$ cat src/rtl/video_frame_arbiter.sv
`default_nettype none
// ============================================================================
//  Module      : video_frame_arbiter
//  Description : Shares one AXI-Stream video output between two pixel sources.
//                Ownership changes only on frame boundaries: a grant starts on
//                an SOF (tuser) word and ends after the Y_SIZE-th accepted
//                EOL (tlast), or when the owner stalls for TIMEOUT cycles.
//                The output is driven from a single registered stage.
//  Ports       : out_stream_aclk / axi_resetn  clock, async active-low reset
//                s0_* / s1_*                   source streams (data/valid/
//                                              ready/SOF/EOL)
//                out_stream_*                  registered output stream,
//                                              tkeep is constant all ones
//                grant                         one-hot owner, 00 when idle
//                frame_done / err_sof /
//                err_timeout                   one-cycle status pulses
//  Options     : `define VIDEO_FRAME_ARBITER_FLUSH_EN makes the arbiter
//                discard non-SOF words offered while idle, so a misaligned
//                source resynchronises to its next SOF.
//  Revision    : 1.0  initial release
// ============================================================================
module video_frame_arbiter #(
    parameter int DATA_W  = 32,
    parameter int Y_SIZE  = 480,
    parameter int TIMEOUT = 1000
) (
    input  logic                  out_stream_aclk,
    input  logic                  axi_resetn,
    input  logic [DATA_W-1:0]     s0_tdata,
    input  logic                  s0_tvalid,
    output logic                  s0_tready,
    input  logic                  s0_tuser,
    input  logic                  s0_tlast,
    input  logic [DATA_W-1:0]     s1_tdata,
    input  logic                  s1_tvalid,
    output logic                  s1_tready,
    input  logic                  s1_tuser,
    input  logic                  s1_tlast,
    output logic [DATA_W-1:0]     out_stream_tdata,
    output logic [DATA_W/8-1:0]   out_stream_tkeep,
    output logic                  out_stream_tvalid,
    input  logic                  out_stream_tready,
    output logic                  out_stream_tuser,
    output logic                  out_stream_tlast,
    output logic [1:0]            grant,
    output logic                  frame_done,
    output logic                  err_sof,
    output logic                  err_timeout
);

    localparam int c_LINE_W = (Y_SIZE > 1) ? $clog2(Y_SIZE) : 1;
    localparam int c_IDLE_W = (TIMEOUT > 1) ? $clog2(TIMEOUT) : 1;
    localparam logic [c_LINE_W-1:0] c_LAST_LINE = c_LINE_W'(Y_SIZE - 1);
    localparam logic [c_IDLE_W-1:0] c_IDLE_MAX  = c_IDLE_W'(TIMEOUT - 1);

    localparam logic [1:0] c_ST_IDLE  = 2'd0;
    localparam logic [1:0] c_ST_PASS0 = 2'd1;
    localparam logic [1:0] c_ST_PASS1 = 2'd2;

    logic [1:0]          r_state;
    logic [c_LINE_W-1:0] r_line_cnt;
    logic [c_IDLE_W-1:0] r_idle_cnt;
    logic                r_last_grant;   // 0: source 0 owned last, 1: source 1
    logic                r_mid;          // a non-SOF word was taken in this frame
    logic [DATA_W-1:0]   r_out_data;
    logic                r_out_user;
    logic                r_out_last;
    logic                r_out_valid;
    logic                r_frame_done;
    logic                r_err_sof;
    logic                r_err_timeout;

    logic                w_sel0;
    logic                w_sel1;
    logic                w_out_free;
    logic                w_src_valid;
    logic [DATA_W-1:0]   w_src_data;
    logic                w_src_user;
    logic                w_src_last;
    logic                w_accept;
    logic                w_frame_end;
    logic                w_sof_err;
    logic                w_req0;
    logic                w_req1;
    logic                w_flush0;
    logic                w_flush1;

    assign w_sel0 = (r_state == c_ST_PASS0);
    assign w_sel1 = (r_state == c_ST_PASS1);

    // The output register can take a word when empty or being drained now.
    assign w_out_free = !r_out_valid || out_stream_tready;

    always_comb begin
        w_src_valid = 1'b0;
        w_src_data  = '0;
        w_src_user  = 1'b0;
        w_src_last  = 1'b0;
        if (w_sel0) begin
            w_src_valid = s0_tvalid;
            w_src_data  = s0_tdata;
            w_src_user  = s0_tuser;
            w_src_last  = s0_tlast;
        end else if (w_sel1) begin
            w_src_valid = s1_tvalid;
            w_src_data  = s1_tdata;
            w_src_user  = s1_tuser;
            w_src_last  = s1_tlast;
        end
    end

    assign w_accept    = (w_sel0 || w_sel1) && w_src_valid && w_out_free;
    assign w_frame_end = w_accept && w_src_last && (r_line_cnt == c_LAST_LINE);
    // An SOF is only legitimate as the very first word of a frame.
    assign w_sof_err   = w_accept && w_src_user && ((r_line_cnt != '0) || r_mid);

    assign w_req0 = s0_tvalid && s0_tuser;
    assign w_req1 = s1_tvalid && s1_tuser;

`ifdef VIDEO_FRAME_ARBITER_FLUSH_EN
    // Gated by reset so that tready stays low while reset is asserted.
    assign w_flush0 = axi_resetn && (r_state == c_ST_IDLE) && s0_tvalid && !s0_tuser;
    assign w_flush1 = axi_resetn && (r_state == c_ST_IDLE) && s1_tvalid && !s1_tuser;
`else
    assign w_flush0 = 1'b0;
    assign w_flush1 = 1'b0;
`endif

    assign s0_tready = (w_sel0 && w_out_free) || w_flush0;
    assign s1_tready = (w_sel1 && w_out_free) || w_flush1;

    // Control state: grant decision, line counting, stall timeout.
    always_ff @(posedge out_stream_aclk or negedge axi_resetn) begin
        if (!axi_resetn) begin
            r_state       <= c_ST_IDLE;
            r_line_cnt    <= '0;
            r_idle_cnt    <= '0;
            r_last_grant  <= 1'b1;
            r_mid         <= 1'b0;
            r_frame_done  <= 1'b0;
            r_err_sof     <= 1'b0;
            r_err_timeout <= 1'b0;
        end else begin
            r_frame_done  <= 1'b0;
            r_err_sof     <= 1'b0;
            r_err_timeout <= 1'b0;
            case (r_state)
                c_ST_IDLE: begin
                    r_idle_cnt <= '0;
                    r_line_cnt <= '0;
                    r_mid      <= 1'b0;
                    // Round-robin on a tie: the source that did not own last wins.
                    if (w_req0 && (!w_req1 || r_last_grant)) begin
                        r_state <= c_ST_PASS0;
                    end else if (w_req1) begin
                        r_state <= c_ST_PASS1;
                    end
                end
                c_ST_PASS0, c_ST_PASS1: begin
                    if (w_accept) begin
                        r_idle_cnt <= '0;
                        r_err_sof  <= w_sof_err;
                        if (w_frame_end) begin
                            // Frame completion wins over a simultaneous SOF error.
                            r_frame_done <= 1'b1;
                            r_line_cnt   <= '0;
                            r_mid        <= 1'b0;
                            r_last_grant <= w_sel1;
                            r_state      <= c_ST_IDLE;
                        end else if (w_sof_err) begin
                            // Restart the frame on this word; it may also be an EOL.
                            r_line_cnt <= w_src_last ? c_LINE_W'(1) : '0;
                            r_mid      <= 1'b0;
                        end else begin
                            if (w_src_last) begin
                                r_line_cnt <= r_line_cnt + c_LINE_W'(1);
                            end
                            r_mid <= r_mid || !w_src_user;
                        end
                    end else if (!w_src_valid) begin
                        if (r_idle_cnt == c_IDLE_MAX) begin
                            r_err_timeout <= 1'b1;
                            r_idle_cnt    <= '0;
                            r_line_cnt    <= '0;
                            r_mid         <= 1'b0;
                            r_last_grant  <= w_sel1;
                            r_state       <= c_ST_IDLE;
                        end else begin
                            r_idle_cnt <= r_idle_cnt + c_IDLE_W'(1);
                        end
                    end else begin
                        // Source valid but output stalled: not a source stall.
                        r_idle_cnt <= '0;
                    end
                end
                default: begin
                    r_state <= c_ST_IDLE;
                end
            endcase
        end
    end

    // Output register; keeps draining independently of the grant state.
    always_ff @(posedge out_stream_aclk or negedge axi_resetn) begin
        if (!axi_resetn) begin
            r_out_data  <= '0;
            r_out_user  <= 1'b0;
            r_out_last  <= 1'b0;
            r_out_valid <= 1'b0;
        end else if (w_accept) begin
            r_out_data  <= w_src_data;
            r_out_user  <= w_src_user;
            r_out_last  <= w_src_last;
            r_out_valid <= 1'b1;
        end else if (out_stream_tready) begin
            r_out_valid <= 1'b0;
        end
    end

    assign out_stream_tdata  = r_out_data;
    assign out_stream_tkeep  = '1;
    assign out_stream_tvalid = r_out_valid;
    assign out_stream_tuser  = r_out_user;
    assign out_stream_tlast  = r_out_last;
    assign grant             = {w_sel1, w_sel0};
    assign frame_done        = r_frame_done;
    assign err_sof           = r_err_sof;
    assign err_timeout       = r_err_timeout;

endmodule
`default_nettype wire

$ cat config.mk
export PLATFORM = sky130hd
export DESIGN_NAME = video_frame_arbiter
export DESIGN_NICKNAME = d
export VERILOG_FILES = /design/src/rtl/video_frame_arbiter.sv
export SDC_FILE = /design/constraint.sdc
export NUM_CORES = 1
export LEC_CHECK = 0
export CAP_MARGIN = 20
export CELL_PAD_IN_SITES_DETAIL_PLACEMENT = 0
export CELL_PAD_IN_SITES_GLOBAL_PLACEMENT = 2
export CORE_AREA = 2 2 153 80
export CTS_CLUSTER_DIAMETER = 80
export CTS_CLUSTER_SIZE = 12
export DETAILED_ROUTE_END_ITERATION = 8
export DIE_AREA = 0 0 155 82
export GPL_ROUTABILITY_DRIVEN = 0
export GPL_TIMING_DRIVEN = 0
export PLACE_DENSITY_LB_ADDON = 0.1
export SLEW_MARGIN = 30
export SYNTH_ARGS = -nofsm -noshare
export SYNTH_HDL_FRONTEND = slang
export SYNTH_SLANG_ARGS = --single-unit
$ cat constraint.sdc
create_clock -name out_stream_aclk -period 4.5 [get_ports out_stream_aclk]
set_clock_uncertainty 0.1 [all_clocks]
set_input_delay 1.125 -clock out_stream_aclk [delete_from_list [all_inputs] [get_ports out_stream_aclk]]
set_output_delay 1.125 -clock out_stream_aclk [all_outputs]
set_load 0.1 [all_outputs]
==> flow_summary.yaml <==
critical_path:
  worst-r2r-setup-slack_ns: 1.51
  startpoint_type: "primary input"
  rr_startpoint: "r_state[0]"
  r2r_end: "out_stream_tdata[0]"
  required_ns: 3.27
  ff2ff_path_depth: 9
  critPathCapture: "s1_tready"
  worstPathMaxFanout: 6
  cp.arrival_ns: 3.11
  endpoint_kind: "primary output"
  worstSetupPathType: "in2out"
  startpoint: "out_stream_tready"
detailed_routing:
  wl_microns: 9990
  drc: 0
  via_per_inst: 4.77
  via_count: 2946
  ant_nets: 0
  first_pass_iters: 4
  drt-wirelength-per-cell_microns: 16.2
  drtIter0Drc: 159
outcome:
  outcome: "finished clean"
layout:
  final_cells: 617
  fill_cells: 1117
  area_growth_pct: 54.3
  fin_area_sq_um: 4830
  n_antenna_cell: 0
  finalNetCount: 542
  drive_gt1_share_pct: 8.99
hold_path:
  worstHoldStart: "out_stream_tdata[28]"
  hold_class: "reg2reg"
yosys:
  yosys_warnings: 0
  async_reset_ff_share_pct: 100
  ys.flop_type: "dfrtp_1"
  ys_ff_latch: 61
  yosysTopAreaCell: "dfrtp_1"
  synth_top_area_share_pct: 47.9
  ys_types: 48
  yosys.area_share.simple_pct: 16.7
  synth_compound_area_share_pct: 23.5
  synthMuxAreaShare_pct: 1.76
  ys_seq_area_share_pct: 48.7
  synth_edf_count: 0
  synth_fa_ha_area_share_pct: 2.79
  synth-xor-area-share_pct: 1.40
  synth_most_common_cell: "dfrtp_1"
  yosys-top-cells-count: "60 x dfrtp_1, 51 x nand2_1, 43 x o21ai_0"
  syn_avg_cell_area_sq_um: 9.41
  syn_inst: 333
  synth_top_family_by_area: "compound AO/OA/AOI/OAI gates"
  synthTopCellsByArea: "dfrtp_1 48%, a22oi_1 7.7%, o21ai_0 6.9%"
  mappedNetlistArea_sq_um: 3130
floorplan:
  fp.dieW_microns: 155
  start_util_pct: 27.4
  coreArea_sq_um: 11500
  rows: 28
  dieArea_sq_um: 12700
  io_pins: 119
  die_height_microns: 82
grt:
  grt_pass1_wl_microns: 15400
  grt_pass1_vias: 2753
  grtUsageTotal_pct: 16.2
  grt_max_degree: 37
  grt_overflow: 0
  antenna_found_initial: 0
sta:
  finalCriticalPeriod_ns: 4.34
  finalHoldViolCount: 0
  hold_ws_ns: 0.374
  setup_viol: 0
  rsz0062_at_grt: "false"
  fmax_mhz: 231
  setup_ws_ns: 0.164
  tightest_slew_ns: 1.03
  fin_crit_sh_pct: 96.4
  drv_slew: 0
  slew_headroom_pct: 31.2
clocking:
  htreeDepth: 3
  cts_root_buffer: "clkbuf_16"
  path_clk_slew_ns: 0.05
  cts_hold_buf: 0
  clk-insertion-delay-late_ns: 0.33
  cts_made_buffers: 9
  cts_max_path_buffers: 2
  clkSinkCount: 61
  cts_tree: "built"
  post-cts-setup-buffers: 0
power_and_ir_drop:
  switching_share_pct: 53.5
  ir_drop_uv: 435
  switchingPower_mw: 2.11
  cellInternalPower_mw: 1.83
  powerDensity_nw_per_um2: 817
  p_leak_nw: 1.98
  power_frac_seq_pct: 20.9
  combPwrFrac_pct: 59.1
  power.share.clock_pct: 20.0
place:
  portBuffers: 114
  dp_hpwl_microns: 7660
  pre_cts_ws_ns: 0.149
  place_area_sq_um: 4490
  placed_cells: 601
flow_run:
  maxCapViolations: 0
-- how the worst min path moves through the flow --
stage	to	slack, ns	cells past startpoint
floorplan	r_idle_cnt[4]	0.36	1
global placement	out_stream_tdata[30]	0.36	2
detailed placement	out_stream_tdata[28]	0.37	2
CTS	out_stream_tdata[28]	0.38	2
global route	out_stream_tdata[28]	0.40	2
finish	out_stream_tdata[28]	0.37	2
-- layer usage --
layer | global-route usage (%) | wire (microns) | up-vias
met5 | 0 | 0 | -
met4 | 3.89 | 78 | 0
met3 | 6.28 | 769 | 7
met2 | 20.0 | 3670 | 91
met1 | 25.3 | 5470 | 1391
li1 | - | - | 1457
-- cells in the final DEF, fill, tap and decap left out, drive strengths merged, types with 5 or more instances in the layout --
cell type	netlist	layout
nor3	5	5
nor2	22	22
a211oi	5	5
buf	15	18
inv	7	7
a22oi	32	32
dfrtp	60	60
o21ai	45	45
o211ai	6	6
ha	7	7
clkbuf	12	25
nand2	51	51
clkdlybuf4s50	0	111
-- stage by stage --
| step | TNS, ns | total power [mW] | utilization, % |
|---|---|---|---|
| after detailed placement | 0 | 3.18 | 39.2 |
| final | 0 | 3.95 | 42.2 |
| after global placement | -1.55 | 3.17 | 39.1 |
| after floorplan | 0 | 2.54 | - |
| after global routing | 0 | 4.15 | 42.2 |
| after CTS | 0 | 3.98 | 42.2 |
-- cells by family after synthesis --
family | after synthesis
buffers and inverters | 34
muxes | 5
adders and majority gates | 7
and+or+nand+nor | 112
other | 1
AOI/OAI and AO/OA | 108
xor gates and xnor gates | 5
DFF | 61
-- critical path, stage by stage --
cell	delay [ns]
clkdlybuf4s50_1	0.45
nand2b_1	0.25
and2_1	0.16
clkdlybuf4s50_1	1.12
-- final cells by class --
type | count | area (sq um) | area share, %
flip-flops and latches | 61 | 1530 | 31.6
multi-input cells | 241 | 1460 | 30.2
repair buffers | 115 | 1160 | 23.9
clock buffers | 13 | 280 | 5.80
well taps | 150 | 188 | 3.88
plain buffers | 27 | 131 | 2.72
clock inverters | 3 | 65.1 | 1.35
inverters | 7 | 26.3 | 0.543
-- power by group through the flow --
stage	logic, mW	registers [mW]	clock network, mW
2_1_floorplan	0.647	1.89	0
3_3_place_gp	2.35	0.824	0
3_5_place_dp	2.35	0.832	0
4_1_cts	2.35	0.825	0.806
5_1_grt	2.46	0.850	0.837
6_report	2.33	0.824	0.789
-- state kept, by name, summed over array words and instances (netlist names) --
name and count:
r_idle_cnt 10, out_stream_tlast 1, r_line_cnt 9, err_timeout 1, err_sof 1, r_mid 1
out_stream_tdata 32, out_stream_tuser 1, r_last_grant 1, frame_done 1, r_state 2, out_stream_tvalid 1
-- what timing repair did --
item / 4_1_cts / 5_1_grt
endpoints found under the setup margin: 0 / 1
resized for setup: 0 / 1
endpoints found under the hold margin: 0 / 0
(Power assumes the default switching activity.)
